[src/rtl/bin2bcd_seq_if.sv]
// rtl/bin2bcd_seq_if.sv - request/result bundle between a host and the binary-to-BCD converter
interface bin2bcd_seq_if;
  logic        start;
  logic [13:0] bin;
  logic        busy;
  logic        done;
  logic        ovf;
  logic [3:0]  d1;
  logic [3:0]  d2;
  logic [3:0]  d3;
  logic [3:0]  d4;

  modport master (
    output start, bin,
    input  busy, done, ovf, d1, d2, d3, d4
  );

  modport slave (
    input  start, bin,
    output busy, done, ovf, d1, d2, d3, d4
  );
endinterface

[src/rtl/bin2bcd_seq.sv]
// rtl/bin2bcd_seq.sv - sequential 14-bit binary to 4-digit BCD converter (shift-add-3), saturating at 9999
module bin2bcd_seq (
  input  logic          clk,
  input  logic          clr,
  bin2bcd_seq_if.slave  bus
);

  typedef enum logic [1:0] {IDLE, SHIFT, DONE} state_t;

  state_t      state_q;
  logic [13:0] op_q;
  logic [15:0] scratch_q;
  logic [3:0]  cnt_q;
  logic        pend_ovf_q;
  logic        done_q;
  logic        ovf_q;
  logic [3:0]  d1_q, d2_q, d3_q, d4_q;
  logic [15:0] adj_d;

  // Add-3 correction applied to every BCD nibble of 5 or more before the shift
  always_comb begin
    adj_d = scratch_q;
    for (int i = 0; i < 4; i++) begin
      if (scratch_q[4*i +: 4] >= 4'd5) begin
        adj_d[4*i +: 4] = scratch_q[4*i +: 4] + 4'd3;
      end
    end
  end

  // Control FSM, datapath and committed display registers; digits only change on commit
  always_ff @(posedge clk) begin
    if (!clr) begin
      state_q    <= IDLE;
      op_q       <= '0;
      scratch_q  <= '0;
      cnt_q      <= '0;
      pend_ovf_q <= 1'b0;
      done_q     <= 1'b0;
      ovf_q      <= 1'b0;
      d1_q       <= '0;
      d2_q       <= '0;
      d3_q       <= '0;
      d4_q       <= '0;
    end else begin
      done_q <= 1'b0;
      case (state_q)
        IDLE: begin
          if (bus.start) begin
            // Amounts above four digits are clamped so the display reads 9999 with ovf set
            if (bus.bin > 14'd9999) begin
              op_q       <= 14'd9999;
              pend_ovf_q <= 1'b1;
            end else begin
              op_q       <= bus.bin;
              pend_ovf_q <= 1'b0;
            end
            scratch_q <= '0;
            cnt_q     <= 4'd14;
            state_q   <= SHIFT;
          end
        end
        SHIFT: begin
          scratch_q <= {adj_d[14:0], op_q[13]};
          op_q      <= {op_q[12:0], 1'b0};
          cnt_q     <= cnt_q - 4'd1;
          if (cnt_q == 4'd1) begin
            state_q <= DONE;
          end
        end
        DONE: begin
          d1_q    <= scratch_q[3:0];
          d2_q    <= scratch_q[7:4];
          d3_q    <= scratch_q[11:8];
          d4_q    <= scratch_q[15:12];
          ovf_q   <= pend_ovf_q;
          done_q  <= 1'b1;
          state_q <= IDLE;
        end
        default: state_q <= IDLE;
      endcase
    end
  end

  assign bus.busy = (state_q != IDLE);
  assign bus.done = done_q;
  assign bus.ovf  = ovf_q;
  assign bus.d1   = d1_q;
  assign bus.d2   = d2_q;
  assign bus.d3   = d3_q;
  assign bus.d4   = d4_q;

endmodule

[src/flat_wrapper.sv]
// flat-port wrapper written by rule: the top's interface ports become plain ports
module bin2bcd_seq_flat 
  (clk, clr, bus_start, bus_bin, bus_busy, bus_done, bus_ovf, bus_d1, bus_d2, bus_d3, bus_d4);
  bin2bcd_seq_if bus_i ();
  input  logic clk;
  input  logic clr;
  input wire logic [$bits(bus_i.start)-1:0] bus_start;
  input wire logic [$bits(bus_i.bin)-1:0] bus_bin;
  output wire logic [$bits(bus_i.busy)-1:0] bus_busy;
  output wire logic [$bits(bus_i.done)-1:0] bus_done;
  output wire logic [$bits(bus_i.ovf)-1:0] bus_ovf;
  output wire logic [$bits(bus_i.d1)-1:0] bus_d1;
  output wire logic [$bits(bus_i.d2)-1:0] bus_d2;
  output wire logic [$bits(bus_i.d3)-1:0] bus_d3;
  output wire logic [$bits(bus_i.d4)-1:0] bus_d4;
  assign bus_i.start = bus_start;
  assign bus_i.bin = bus_bin;
  assign bus_busy = bus_i.busy;
  assign bus_done = bus_i.done;
  assign bus_ovf = bus_i.ovf;
  assign bus_d1 = bus_i.d1;
  assign bus_d2 = bus_i.d2;
  assign bus_d3 = bus_i.d3;
  assign bus_d4 = bus_i.d4;
  bin2bcd_seq u_core (.clk(clk), .clr(clr), .bus(bus_i));
endmodule
[config.mk]
export PLATFORM = sky130hd
export DESIGN_NAME = bin2bcd_seq_flat
export DESIGN_NICKNAME = d
export VERILOG_FILES = /design/src/rtl/bin2bcd_seq_if.sv /design/src/rtl/bin2bcd_seq.sv /design/src/flat_wrapper.sv
export SDC_FILE = /design/constraint.sdc
export NUM_CORES = 1
export LEC_CHECK = 0
export BUFFER_PORTS_ARGS = -buffer_cell sky130_fd_sc_hd__buf_4
export CORE_MARGIN = 4
export CORE_UTILIZATION = 52
export CTS_CLUSTER_SIZE = 28
export DETAILED_ROUTE_END_ITERATION = 8
export PLACE_DENSITY = 0.82
export SETUP_SLACK_MARGIN = 0.4
export SKIP_LAST_GASP = 1
export SLEW_MARGIN = 20
export SYNTH_ARGS = -nofsm -noshare
export SYNTH_HDL_FRONTEND = slang
export SYNTH_SLANG_ARGS = --single-unit
[constraint.sdc]
create_clock -name clk -period 1.7 [get_ports clk]
set_input_delay 0.255 -clock clk [delete_from_list [all_inputs] [get_ports clk]]
set_output_delay 0.255 -clock clk [all_outputs]
set_load 0.05 [all_outputs]
==> results.txt <==
The first-pass GRT wire length came out at 9660 um. The slew at the pin closest to its max-slew limit is between 0.4 and 0.5 ns. The total congestion overflow is 0. The number of hold violations in the final report is 0. The share of synthesized area in the top cell type comes to 42.8%. The final layout net count is 380. The area taken by multi-input logic gates is ~1500 um^2. The number of setup violations in the final report came out at 0.

The effective utilization at floorplan came out at 54.1%. The number of placement rows is 25. The Yosys warning count is 0. For this block, the initial DRC count from the detailed router was 176. The final-layout setup total negative slack is 0 ns. The number of buffers inserted by port buffering is 35. The synthesis-to-finish area growth came out at 35.3%. The flow ran to the end, and the final reports show no timing, DRC or antenna violations. The tree is rooted in a clkbuf_8. The area enclosed by the die boundary is 6130 um^2. The overall power consumption is 2.54 mW.

The detailed-routing iteration count for the pre-antenna-repair pass came out at 5. The remaining antenna violation count is 0. The reported max-cap violation count came out at 0.

Setup repair after global routing could not meet its margin everywhere. The register bit total from synthesis is 55. The sequential-to-total area share from yosys stat came out at 42.8%. The count of different cell masters after synthesis is 41. The depth of the most critical reg-to-reg path came out at 5. The final wirelength came out at 6980 um. The CTS buffer count came out at 5. The width of the die is around 78 um. The cell type with the largest total area after synthesis is dfxtp_1.

Counting every net in the synthesized netlist gives 330. The die is between 70 and 80 um tall. The via count is 2458. The worst register-to-register path begins at u_core.state_q[1]$_SDFFE_PN0P_. The worst hold path begins at bus_bin[10]. Tracing the worst setup path back leads to its startpoint at u_core.state_q[0]$_SDFFE_PN0P_. The maximum vdd drop is 431 uV. The data arrival time of the critical path came out at between 1 and 1.5 ns. Synthesis handed over a netlist of between 300 and 400 instances. After legalization and detailed placement, the total HPWL measured just under 4000 um.

The final critical path time including I/O delays and setup is approximately 1.4 ns. In the routed design, unresolved DRC markers number 0. Leaving out fill and tap cells, the most frequent cell in the layout is buf_4. For this run, the leading register cell type out of synthesis is dfxtp_1. The pin count of the biggest net entering global routing is 32. STA classifies the critical path endpoint as an output pin. The max-slew violation count is 0. The worst setup path is launched from a flip-flop. The TritonCTS clock tree is done. For this design the total switching power over the nets is roughly 680 uW. The mean cell area of the mapped netlist is approximately 8.5 um^2.

The fill cell total of the finished layout is about 360. The share of layout cells above drive strength 1 came out at 35.4%. In this run the static leakage power is 1.26 nW. Clock-pin slew was measured on the worst setup and hold paths at approximately 0.090 ns. The core region is 4750 um^2.

The total routing usage reported by global routing came out at 19.4%. In this run the register-to-register setup slack is between 0.3 and 0.4 ns. In this run, post-CTS hold repair placed 0 buffers.

The summed instance area of the synthesized netlist is ~2600 um^2. The setup clock skew after layout is 0.00509 ns. The buffer depth of the longest clock path is 2. Per report_power, the sequential group accounts for between 50% and 60% of the total.

The switching portion of total power is 26.8%. The number of levels the H-tree was split into came out at 2. The internal power is 1.86 mW. The peak fanout along the critical path came out at 6.

The repair_antennas step left the layout with diodes totalling 0. In the post-synthesis netlist, the biggest area contributors are dfxtp_1 (43%), nand2_1 (6.6%), ha_1 (4.9%). After detailed routing, the number of vias per cell comes to slightly below 6. In this run, the combinational gates consume ~17% of the power. In the layout the commonest cells are buf_4 (53), dfxtp_1 (45), nand2_1 (44). The number of ports placed on the die boundary is 36.

CTS saw 55 sinks. The share of async-settable or async-resettable flops after synthesis is 0%. The worst relative slew slack is 68.4%.

The initial antenna violation count came out at 0. The footprint of the flip-flops and latches is about 1100 um^2. The congestion estimate from routability-driven global placement came to 0.754. The later-pin clock latency in the skew report came out at ~0.31 ns. The required time at the worst-slack endpoint is between 1 and 1.5 ns. The post-detailed-route wirelength per cell is 16.6 um. The worst setup path is of the flip-flop to output pin kind. The clock network accounts for 28.9% of the total power.

The worst register-to-register path ends at u_core.scratch_q[5]$_SDFFE_PN0P_. The power per unit of standard cell area came out at 730 nW/um^2. Yosys mapped a number of flops with a built-in enable equal to 0.

The peak clock frequency supported by timing is 0.735 GHz. The number of global-route vias before repair is 2198. The most critical setup path has its endpoint at bus_busy. In this run the worst hold path is classified as input pin to flip-flop. The fraction of the cycle the final worst path needs is 80.0%.
-- Yosys cell counts, drive strengths merged (2+ instances only) --
| cell | number |
|---|---|
| nor4b | 4 |
| o21ai | 18 |
| a211oi | 3 |
| nand3 | 17 |
| a32oi | 6 |
| a21oi | 23 |
| clkbuf | 9 |
| a311oi | 2 |
| a2111oi | 4 |
| o2bb2ai | 2 |
| o21a | 5 |
| buf | 13 |
| nor2b | 8 |
| a22oi | 7 |
| dfxtp | 55 |
| o211ai | 8 |
| o2111ai | 8 |
| xnor2 | 3 |
| nand2 | 45 |
| nand2b | 6 |
| nor3b | 2 |
| o21bai | 2 |
| inv | 23 |
| o32ai | 4 |
| o31ai | 3 |
| ha | 10 |
-- state kept, by name, indices dropped and copies added, names as in the netlist --
name               flops
u_core.bus.d1          4
u_core.bus.d2          4
u_core.bus.d3          4
u_core.bus.d4          4
u_core.bus.done        1
u_core.bus.ovf         1
u_core.cnt_q           4
u_core.op_q           14
u_core.pend_ovf_q      1
u_core.scratch_q      16
u_core.state_q         2
-- final cells by class --
cell class              count  area share, %
multi-input cells         203           44.2
clock inverters             1          0.144
clock buffers               6           2.37
repair buffers             65           15.9
inverters                  23           2.48
well taps                  67           2.41
flip-flops and latches     55           32.5
-- critical path, cell delays in order (launching register included) --
cell and delay, ns:
dfxtp_4 0.38, or2_4 0.26, buf_8 0.15
-- through the flow --
stage | cells | utilization (%) | cell area (um^2) | hold slack [ns] | worst slack [ns]
floorplan | 303 | - | 2590 | 0.372 | 0.354
global placement | 394 | 61.9 | 2940 | 0.443 | 0.209
detailed placement | 394 | 61.9 | 2940 | 0.450 | 0.166
CTS | 409 | 66.4 | 3160 | 0.177 | 0.337
global route | 420 | 73.1 | 3480 | 0.194 | 0.292
finish | 420 | 73.1 | 3480 | 0.187 | 0.339
-- power by group through the flow --
stage                     sequential [mW]  clock, mW  combinational, mW
after global routing                 1.37      0.782              0.470
after global placement               1.40          0              0.302
after floorplan                      1.39          0              0.207
final                                1.37      0.733              0.440
after CTS                            1.37      0.741              0.352
after detailed placement             1.40          0              0.309
-- routing by layer --
metal	global-route usage (%)	part of all wire, %	up-vias
met5	0	0	-
met4	6.64	2.1	0
met3	3.56	5.3	18
met2	37.2	52	91
met1	21.2	41	1149
li1	-	-	1200
-- kinds of logic after synthesis --
group | share of synthesized area, %
XOR/XNOR | 1.02
buffers and inverters | 7.21
AND/OR/NAND/NOR | 18.1
adder cells (fa/ha/maj) | 4.87
AO/OA/AOI/OAI | 26.0
flip-flops | 42.8
-- how the worst min path moves through the flow --
stage                     cells past startpoint                            end  slack [ns]
after global routing                          3    u_core.op_q[3]$_SDFFE_PN0P_        0.19
final                                         3   u_core.op_q[10]$_SDFFE_PN0P_        0.19
after global placement                        2  u_core.bus.d4[2]$_SDFFE_PN0P_        0.44
after CTS                                     3    u_core.op_q[9]$_SDFFE_PN0P_        0.18
after floorplan                               1   u_core.op_q[11]$_SDFFE_PN0P_        0.37
after detailed placement                      2  u_core.bus.d3[3]$_SDFFE_PN0P_        0.45
-- what timing repair did --
item,CTS,global route
setup buffers,7,7
setup endpoints to repair,38,47
cloned,1,4
pin swaps,2,17
hold endpoints to repair,0,0
gates resized for setup,24,60
No activity file was read; power rests on OpenSTA's default activity.
